--- src/rtl/load_store_unit.sv ---
// load_store_unit: memory-access stage between execute and a word-only data RAM.
// Handles byte/half/word loads (sign or zero extended) and stores; sub-word
// stores go through a read-modify-write. One request in flight at a time.
// Build option: define LSU_MISALIGN_TRAP_EN to reject misaligned half/word
// accesses with resp_err; otherwise they are force-aligned and proceed.
//
// Handshake: a request is accepted on a rising edge where req_valid and
// req_ready are both 1; req_ready is 1 only in IDLE, and req_valid is ignored
// elsewhere. resp_valid is a single-cycle pulse with no backpressure, and
// resp_rdata/resp_err are meaningful only while it is high.
module load_store_unit #(
  parameter int depth = 1024,
  localparam int AW = $clog2(depth)
) (
  input  logic          CLK,
  input  logic          RST_N,
  input  logic          req_valid,
  output logic          req_ready,
  input  logic          req_write,
  input  logic [1:0]    req_size,
  input  logic          req_unsigned,
  input  logic [31:0]   req_addr,
  input  logic [31:0]   req_wdata,
  output logic          resp_valid,
  output logic [31:0]   resp_rdata,
  output logic          resp_err,
  output logic          MemWrite,
  output logic          MemRead,
  output logic [AW-1:0] address,
  output logic [31:0]   write_data,
  input  logic [31:0]   read_data,
  output logic [1:0]    dbg_state
);

  typedef enum logic [1:0] {
    S_IDLE     = 2'd0,
    S_ACCESS   = 2'd1,
    S_MERGE_WR = 2'd2,
    S_RESP     = 2'd3
  } state_t;

  localparam logic [1:0] SZ_BYTE = 2'b00;
  localparam logic [1:0] SZ_HALF = 2'b01;
  localparam logic [1:0] SZ_WORD = 2'b10;

  state_t        state_q, state_d;
  logic [AW+1:0] addr_q, addr_d;
  logic [1:0]    size_q, size_d;
  logic          write_q, write_d;
  logic          uns_q, uns_d;
  logic [31:0]   wdata_q, wdata_d;
  logic [31:0]   merge_q, merge_d;
  logic [31:0]   rdata_q, rdata_d;
  logic          err_q, err_d;

  logic [1:0]    off;
  logic          err_w;
  logic [31:0]   load_ext;
  logic [31:0]   merged;
  logic [7:0]    lane_b;
  logic [15:0]   lane_h;

  // Address bits above the RAM range are intentionally dropped (address wraps).
  logic unused_addr_hi;
  assign unused_addr_hi = ^req_addr[31:AW+2];

  assign off = addr_q[1:0];

  // Request classification: which registered requests are rejected.
  always_comb begin
`ifdef LSU_MISALIGN_TRAP_EN
    err_w = (size_q == 2'b11) ||
            ((size_q == SZ_HALF) && off[0]) ||
            ((size_q == SZ_WORD) && (off != 2'b00));
`else
    err_w = (size_q == 2'b11);
`endif
  end

  // Load lane extraction and extension; half uses addr[1] only, word ignores offset.
  always_comb begin
    lane_b   = read_data[{off, 3'b000} +: 8];
    lane_h   = off[1] ? read_data[31:16] : read_data[15:0];
    load_ext = read_data;
    case (size_q)
      SZ_BYTE: load_ext = uns_q ? {24'd0, lane_b} : {{24{lane_b[7]}}, lane_b};
      SZ_HALF: load_ext = uns_q ? {16'd0, lane_h} : {{16{lane_h[15]}}, lane_h};
      default: load_ext = read_data;
    endcase
  end

  // Sub-word store merge: replace only the target byte/half of the latched word.
  always_comb begin
    merged = merge_q;
    if (size_q == SZ_BYTE) merged[{off, 3'b000} +: 8] = wdata_q[7:0];
    else                   merged[{off[1], 4'b0000} +: 16] = wdata_q[15:0];
  end

  // State and datapath registers.
  always_ff @(posedge CLK or negedge RST_N) begin
    if (!RST_N) begin
      state_q <= S_IDLE;
      addr_q  <= '0;
      size_q  <= '0;
      write_q <= 1'b0;
      uns_q   <= 1'b0;
      wdata_q <= '0;
      merge_q <= '0;
      rdata_q <= '0;
      err_q   <= 1'b0;
    end else begin
      state_q <= state_d;
      addr_q  <= addr_d;
      size_q  <= size_d;
      write_q <= write_d;
      uns_q   <= uns_d;
      wdata_q <= wdata_d;
      merge_q <= merge_d;
      rdata_q <= rdata_d;
      err_q   <= err_d;
    end
  end

  // Next-state logic.
  always_comb begin
    state_d = state_q;
    case (state_q)
      S_IDLE:     if (req_valid) state_d = S_ACCESS;
      S_ACCESS:   state_d = (!err_w && write_q && (size_q != SZ_WORD)) ? S_MERGE_WR : S_RESP;
      S_MERGE_WR: state_d = S_RESP;
      default:    state_d = S_IDLE;
    endcase
  end

  // Datapath next values: capture request, latch load result / merge word.
  always_comb begin
    addr_d  = addr_q;
    size_d  = size_q;
    write_d = write_q;
    uns_d   = uns_q;
    wdata_d = wdata_q;
    merge_d = merge_q;
    rdata_d = rdata_q;
    err_d   = err_q;
    if (state_q == S_IDLE && req_valid) begin
      addr_d  = req_addr[AW+1:0];
      size_d  = req_size;
      write_d = req_write;
      uns_d   = req_unsigned;
      wdata_d = req_wdata;
    end
    if (state_q == S_ACCESS) begin
      err_d   = err_w;
      rdata_d = (!err_w && !write_q) ? load_ext : 32'd0;
      if (!err_w && write_q && (size_q != SZ_WORD)) merge_d = read_data;
    end
  end

  // Outputs decoded from state; strobes drop as soon as reset forces IDLE.
  always_comb begin
    req_ready  = (state_q == S_IDLE);
    resp_valid = (state_q == S_RESP);
    resp_rdata = rdata_q;
    resp_err   = err_q;
    MemRead    = 1'b0;
    MemWrite   = 1'b0;
    write_data = 32'd0;
    address    = (state_q == S_IDLE) ? '0 : addr_q[AW+1:2];
    dbg_state  = state_q;
    case (state_q)
      S_ACCESS: begin
        if (!err_w) begin
          if (write_q && (size_q == SZ_WORD)) begin
            MemWrite   = 1'b1;
            write_data = wdata_q;
          end else begin
            MemRead = 1'b1;
          end
        end
      end
      S_MERGE_WR: begin
        MemWrite   = 1'b1;
        write_data = merged;
      end
      default: ;
    endcase
  end

endmodule
--- config.mk ---
export PLATFORM = sky130hd
export DESIGN_NAME = load_store_unit
export DESIGN_NICKNAME = d
export VERILOG_FILES = /design/src/rtl/load_store_unit.sv
export SDC_FILE = /design/constraint.sdc
export NUM_CORES = 1
export LEC_CHECK = 0
export ABC_AREA = 1
export BUFFER_PORTS_ARGS = -buffer_cell sky130_fd_sc_hd__buf_2
export CORE_ASPECT_RATIO = 0.7
export CORE_MARGIN = 10
export CORE_UTILIZATION = 53
export DETAILED_ROUTE_END_ITERATION = 16
export PLACE_DENSITY_LB_ADDON = 0.08
export REMOVE_ABC_BUFFERS = 1
export SKIP_LAST_GASP = 1
export SLEW_MARGIN = 40
export SYNTH_ARGS = -nofsm -noshare
export SYNTH_HDL_FRONTEND = slang
export SYNTH_SLANG_ARGS = --single-unit
--- constraint.sdc ---
create_clock -name CLK -period 2.9 [get_ports CLK]
set_clock_uncertainty 0.2 [all_clocks]
set_input_delay 0.29 -clock CLK [delete_from_list [all_inputs] [get_ports CLK]]
set_output_delay 0.29 -clock CLK [all_outputs]
set_load 0.02 [all_outputs]
# Word-level counts from Yosys, hierarchy flattened

Cells that the tools add are included.

$add $sub $neg: 2
Multiply operators: 0
Div/mod/pow operators: 0
Magnitude comparators: 0
Equal/unequal tests: 8
Shift operators: 5
Mux-type cells: 21
Bitwise operators: 0
Reductions and logical operators: 10

Operator list:

| cell                      | count |
|---|---|
| $mux W32                  | 6 |
| $pmux W32 S2              | 2 |
| $bwmux W32                | 2 |
| $shift A16 B7 Y32 const A | 1 |
| $shift A8 B7 Y32 const A  | 1 |
| $shiftx A16 B7 Y32        | 1 |
| $shiftx A32 B6 Y8         | 1 |
| $shiftx A8 B7 Y32         | 1 |
| $mux W16                  | 1 |
| $neg A5 Y7                | 2 |
| $mux W10                  | 1 |
| $eq A2 B2 Y1 const B      | 4 |
| $mux W1                   | 6 |
| $pmux W2 S3               | 1 |
| $logic_and A1 B1 Y1       | 5 |
| $eq A2 B1 Y1 const B      | 2 |
| $logic_not A2 Y1          | 2 |
| $ne A2 B2 Y1 const B      | 2 |
| $logic_not A1 Y1          | 2 |
| $mux W2                   | 1 |
| $pmux W1 S2               | 1 |
| $reduce_and A2 Y1         | 1 |

Flip-flop bits (word level): 115
Latch bits: 0
RAM bits: 0
Bits in read-only memories: 0
Memories kept: 0

# Logic depth before layout (Yosys ltp)

Depth in word-level cells: 6
Depth in mapped cells: 11
Mapped depth without buffers: 9

# Least setup slack after synthesis

Ideal clock, no wire load.

Path type: flip-flop to output port
From: reg addr_q[0]
To: out write_data[24]
Data arrival time: 2.140 ns
Slack: 0.270 ns
Cell stages (with the launch flop): 9
Path buffers: 1
Path through: dfrtp_1 inv_1 clkbuf_1 ha_1 nor2_1 nand2_1 nand2_1 nand3_1 a21oi_1

Cells in the longest elaborated chain, start to end: 5

RTL lines:

| what                                                         | RTL line | source |
|---|---|---|
| from (decl)                                                  | 47       | `logic [AW+1:0] addr_q, addr_d;` |
| from (signal assigned)                                       | 113      | `addr_q <= addr_d;` |
| $neg A5 Y7 (*)                                               | 95       | `if (size_q == SZ_BYTE) merged[{off, 3'b000} +: 8] = wdata_q[7:0];` |
| $shiftx A8 B7 Y32 / $shift A8 B7 Y32 (equally long branches) | 95       |  |
| $bwmux W32 (*)                                               | 95       |  |
| $mux W32 (*)                                                 | 95       |  |
| $pmux W32 S2 (*)                                             | 170      | `case (state_q)` |
| to (decl)                                                    | 30       | `output logic [31:0] write_data,` |

Mark *: on every way between the ends. The rest lies on a longest branch, timed or not.

# Worst setup path in the final report

From: reg addr_q[0]
To: out write_data[1]

The elaborated chain is that of the path after synthesis.

==> flow_summary.toml <==
[sta]
worst_pin_slew_ns = 0.5980
setup_viol = 0
finalSetupTns_ns = 0
slew-limit-headroom_pct = 60.13
hold_viol_final = 0
rsz0062_at_grt = "true"
period_needed_ns = 2.777
final-max-slew-violation-count = 0
fmax_ghz = 0.3601
whs_ns = 0.02062
period_share_pct = 95.76

[worst_hold_path]
whs_endpoint = "merge_q[31]"
min_path_cells = 3
hold_path_class = "input pin to flop"
hp-start = "read_data[31]"

[run_status]
status = "complete, no violations"

[final_layout]
fin_util_pct = 74.39
fillCellCount = 980
regArea_mm2 = 0.002882
fin_nets = 1261
drive_gt1_share_pct = 23.92
multiInputGateArea_mm2 = 0.003281
n_antenna_cell = 0
syn_to_final_growth_pct = 38.14

[clock_network]
cts.path.max_buffers = 2
htreeDepth = 4
clk_pin_slew_ns = 0.06
clk_latency_ns = 0.41
cts-root-buf = "clkbuf_16"
tritoncts = "built"
cts_buffers = 17
cts.sinks = 115

[synthesis]
synth_seq_area_share_pct = 43.31
yosysWarningCount = 0
synth_seq_cells = 115
syn_area_mm2 = 0.006644
netlist_instances = 915
ys_top_cells_by_count = "301 x nand2_1, 115 x dfrtp_1, 105 x a21oi_1"
yosysUniqueCellTypes = 29
synth.area.top_cells = "dfrtp_1 43%, nand2_1 17%, a21oi_1 7.9%"
async_flop_share_pct = 100.0
synth_top_area_share_pct = 43.31
syn_area_per_cell_um2 = 7.261
ys.flop_type = "dfrtp_1"
synth_edf_count = 0
synth_top_area_cell = "dfrtp_1"
synth_most_common_cell = "nand2_1"

[routing]
firstDrtPassIters = 5
antenna_left = 0
vias = 7099
first_iter_violations = 807
viasPerCell = 5.362
routed_wl_mm = 22.68
wl_per_cell_um = 17.13
drc_errors = 0

[die]
start_util_pct = 53.85
die_h_um = 113.7
placementRows = 34
die_w_um = 153.8
die_area_mm2 = 0.01749
design.core.area_mm2 = 0.01234
ios = 184

[grt]
grt_pass1_wl_mm = 35.86
antenna_found_initial = 0
grt_pass1_vias = 6829
grt_max_degree = 82
grt_overflow_total = 0
grt_use_total_pct = 24.91

[setup_path]
path_buf_inv = 2
required_ns = 2.41
cp_common_cell = "nand2_1"
worstReg2RegStart = "dbg_state[1]"
crit_slowest_cell = "dfrtp_2"
reg2reg_depth = 8
cp_cell_sequence = "inv_2, ha_2, nor3_4, nand2_1, nand3_1, nand2_1, a21oi_1, buf_2"
crit_path_end_kind = "output pin"
path_class = "flop to output pin"
critPathMaxStageDelay_ns = 0.46
critPathLaunchType = "flop"
r2r-end = "resp_rdata[7]"
r2r_slack_ns = 0.67
critical_path.top_delay_family = "simple AND/OR/NAND/NOR gates"
worstPathMaxFanout = 7
crit_arrival_ns = 2.29

[placement]
place_hpwl_mm = 14.59
place_congestion = 0.8914
io_buffers = 163

[power]
p_leak_nw = 4.655
irDropWorstVdd_uv = 1006
finalPower_mw = 10.68
power.density_mw_per_mm2 = 1164

[job]
maxCapViolations = 0
-- registers in the layout, summed over array words and instances, names as in the netlist --
register and count:
write_q 1, uns_q 1, resp_err 1, resp_rdata 32, wdata_q 32, addr_q 12, merge_q 32, dbg_state 2
size_q 2
-- report_power, final --
part / switching [mW] / internal, mW / total (mW)
logic: 3.59 / 1.87 / 5.46
clock network: 0.774 / 1.55 / 2.32
registers: 0.516 / 2.39 / 2.90
total: 4.88 / 5.80 / 10.7
-- cells in the final DEF, fill, tap and decap left out, types with 3 or more instances in the layout --
master and n:
buf_12 5, ha_1 7, mux2_2 31, buf_2 162, clkinv_2 3, inv_2 6
dlygate4sd3_1 80, dfrtp_2 3, o21ai_0 90, a21oi_1 105, nor2_2 4, a21boi_0 5
nand2_1 300, nand2_2 4, dfrtp_1 112, nand3_1 41, nor2_1 77, buf_4 16
clkbuf_16 19, inv_1 62, bufinv_16 5, clkinvlp_4 4
-- tightest hold or removal path, delay by kind of cell --
family                 cells  cell delay, ns
and+or+nand+nor            1            0.07
AOI/OAI and AO/OA          1            0.07
buffers and inverters      1            0.17
-- kinds of logic (layout without fill, tap and decap cells) --
kind of cell	count (synthesis)	count (layout)	share of synthesized area, %
AOI/OAI and AO/OA	201	201	15.44
and+or+nand+nor	436	436	26.52
adders and majority gates	9	9	1.695
buffers and inverters	123	370	7.778
DFF	115	115	43.31
muxes	31	31	5.254
-- how the worst max path moves through the flow --
stage               cells past startpoint  startpoint        endpoint  slack, ns
CTS                                    10   addr_q[0]   write_data[9]      -0.03
finish                                  8   addr_q[0]   write_data[1]       0.12
global route                           10   addr_q[0]  write_data[15]      -0.02
floorplan                               7   addr_q[1]  write_data[24]      -0.49
global placement                        8   addr_q[0]   write_data[4]       0.33
detailed placement                     10   addr_q[1]  write_data[28]       0.31
-- cell type report --
type                            count  share of cell area, %
Clock inverter                     13                  2.263
Tap cell                          162                  2.209
Multi-Input combinational cell    677                  35.75
Sequential cell                   115                  31.40
Timing Repair Buffer              265                  20.50
Inverter                           73                  3.054
Clock buffer                       19                  4.826
-- routing by layer --
metal	GRT usage [%]	up-vias	routed length [µm]
met4	5.712	0	278
met1	33.67	3320	10180
li1	-	3426	-
met5	0	-	0
met2	38.70	323	10360
met3	7.371	30	1856
-- stage by stage --
stage,area [µm²],cells,setup WS (ns)
6_report,9178,1324,0.1230
4_1_cts,9099,1321,-0.02865
5_1_grt,9178,1324,-0.02498
3_3_place_gp,7634,1209,0.3343
2_1_floorplan,6404,865,-0.4899
3_5_place_dp,7634,1209,0.3064
-- timing repair --
action | in CTS | in global routing
gates resized for setup | 4 | 11
setup buffers | 0 | 1
pin swaps | 0 | 1
hold endpoints to repair | 118 | 0
hold buffers | 80 | 0
setup endpoints to repair | 25 | 32
gates cloned | 0 | 2
Power figures use the tool's default switching activity.
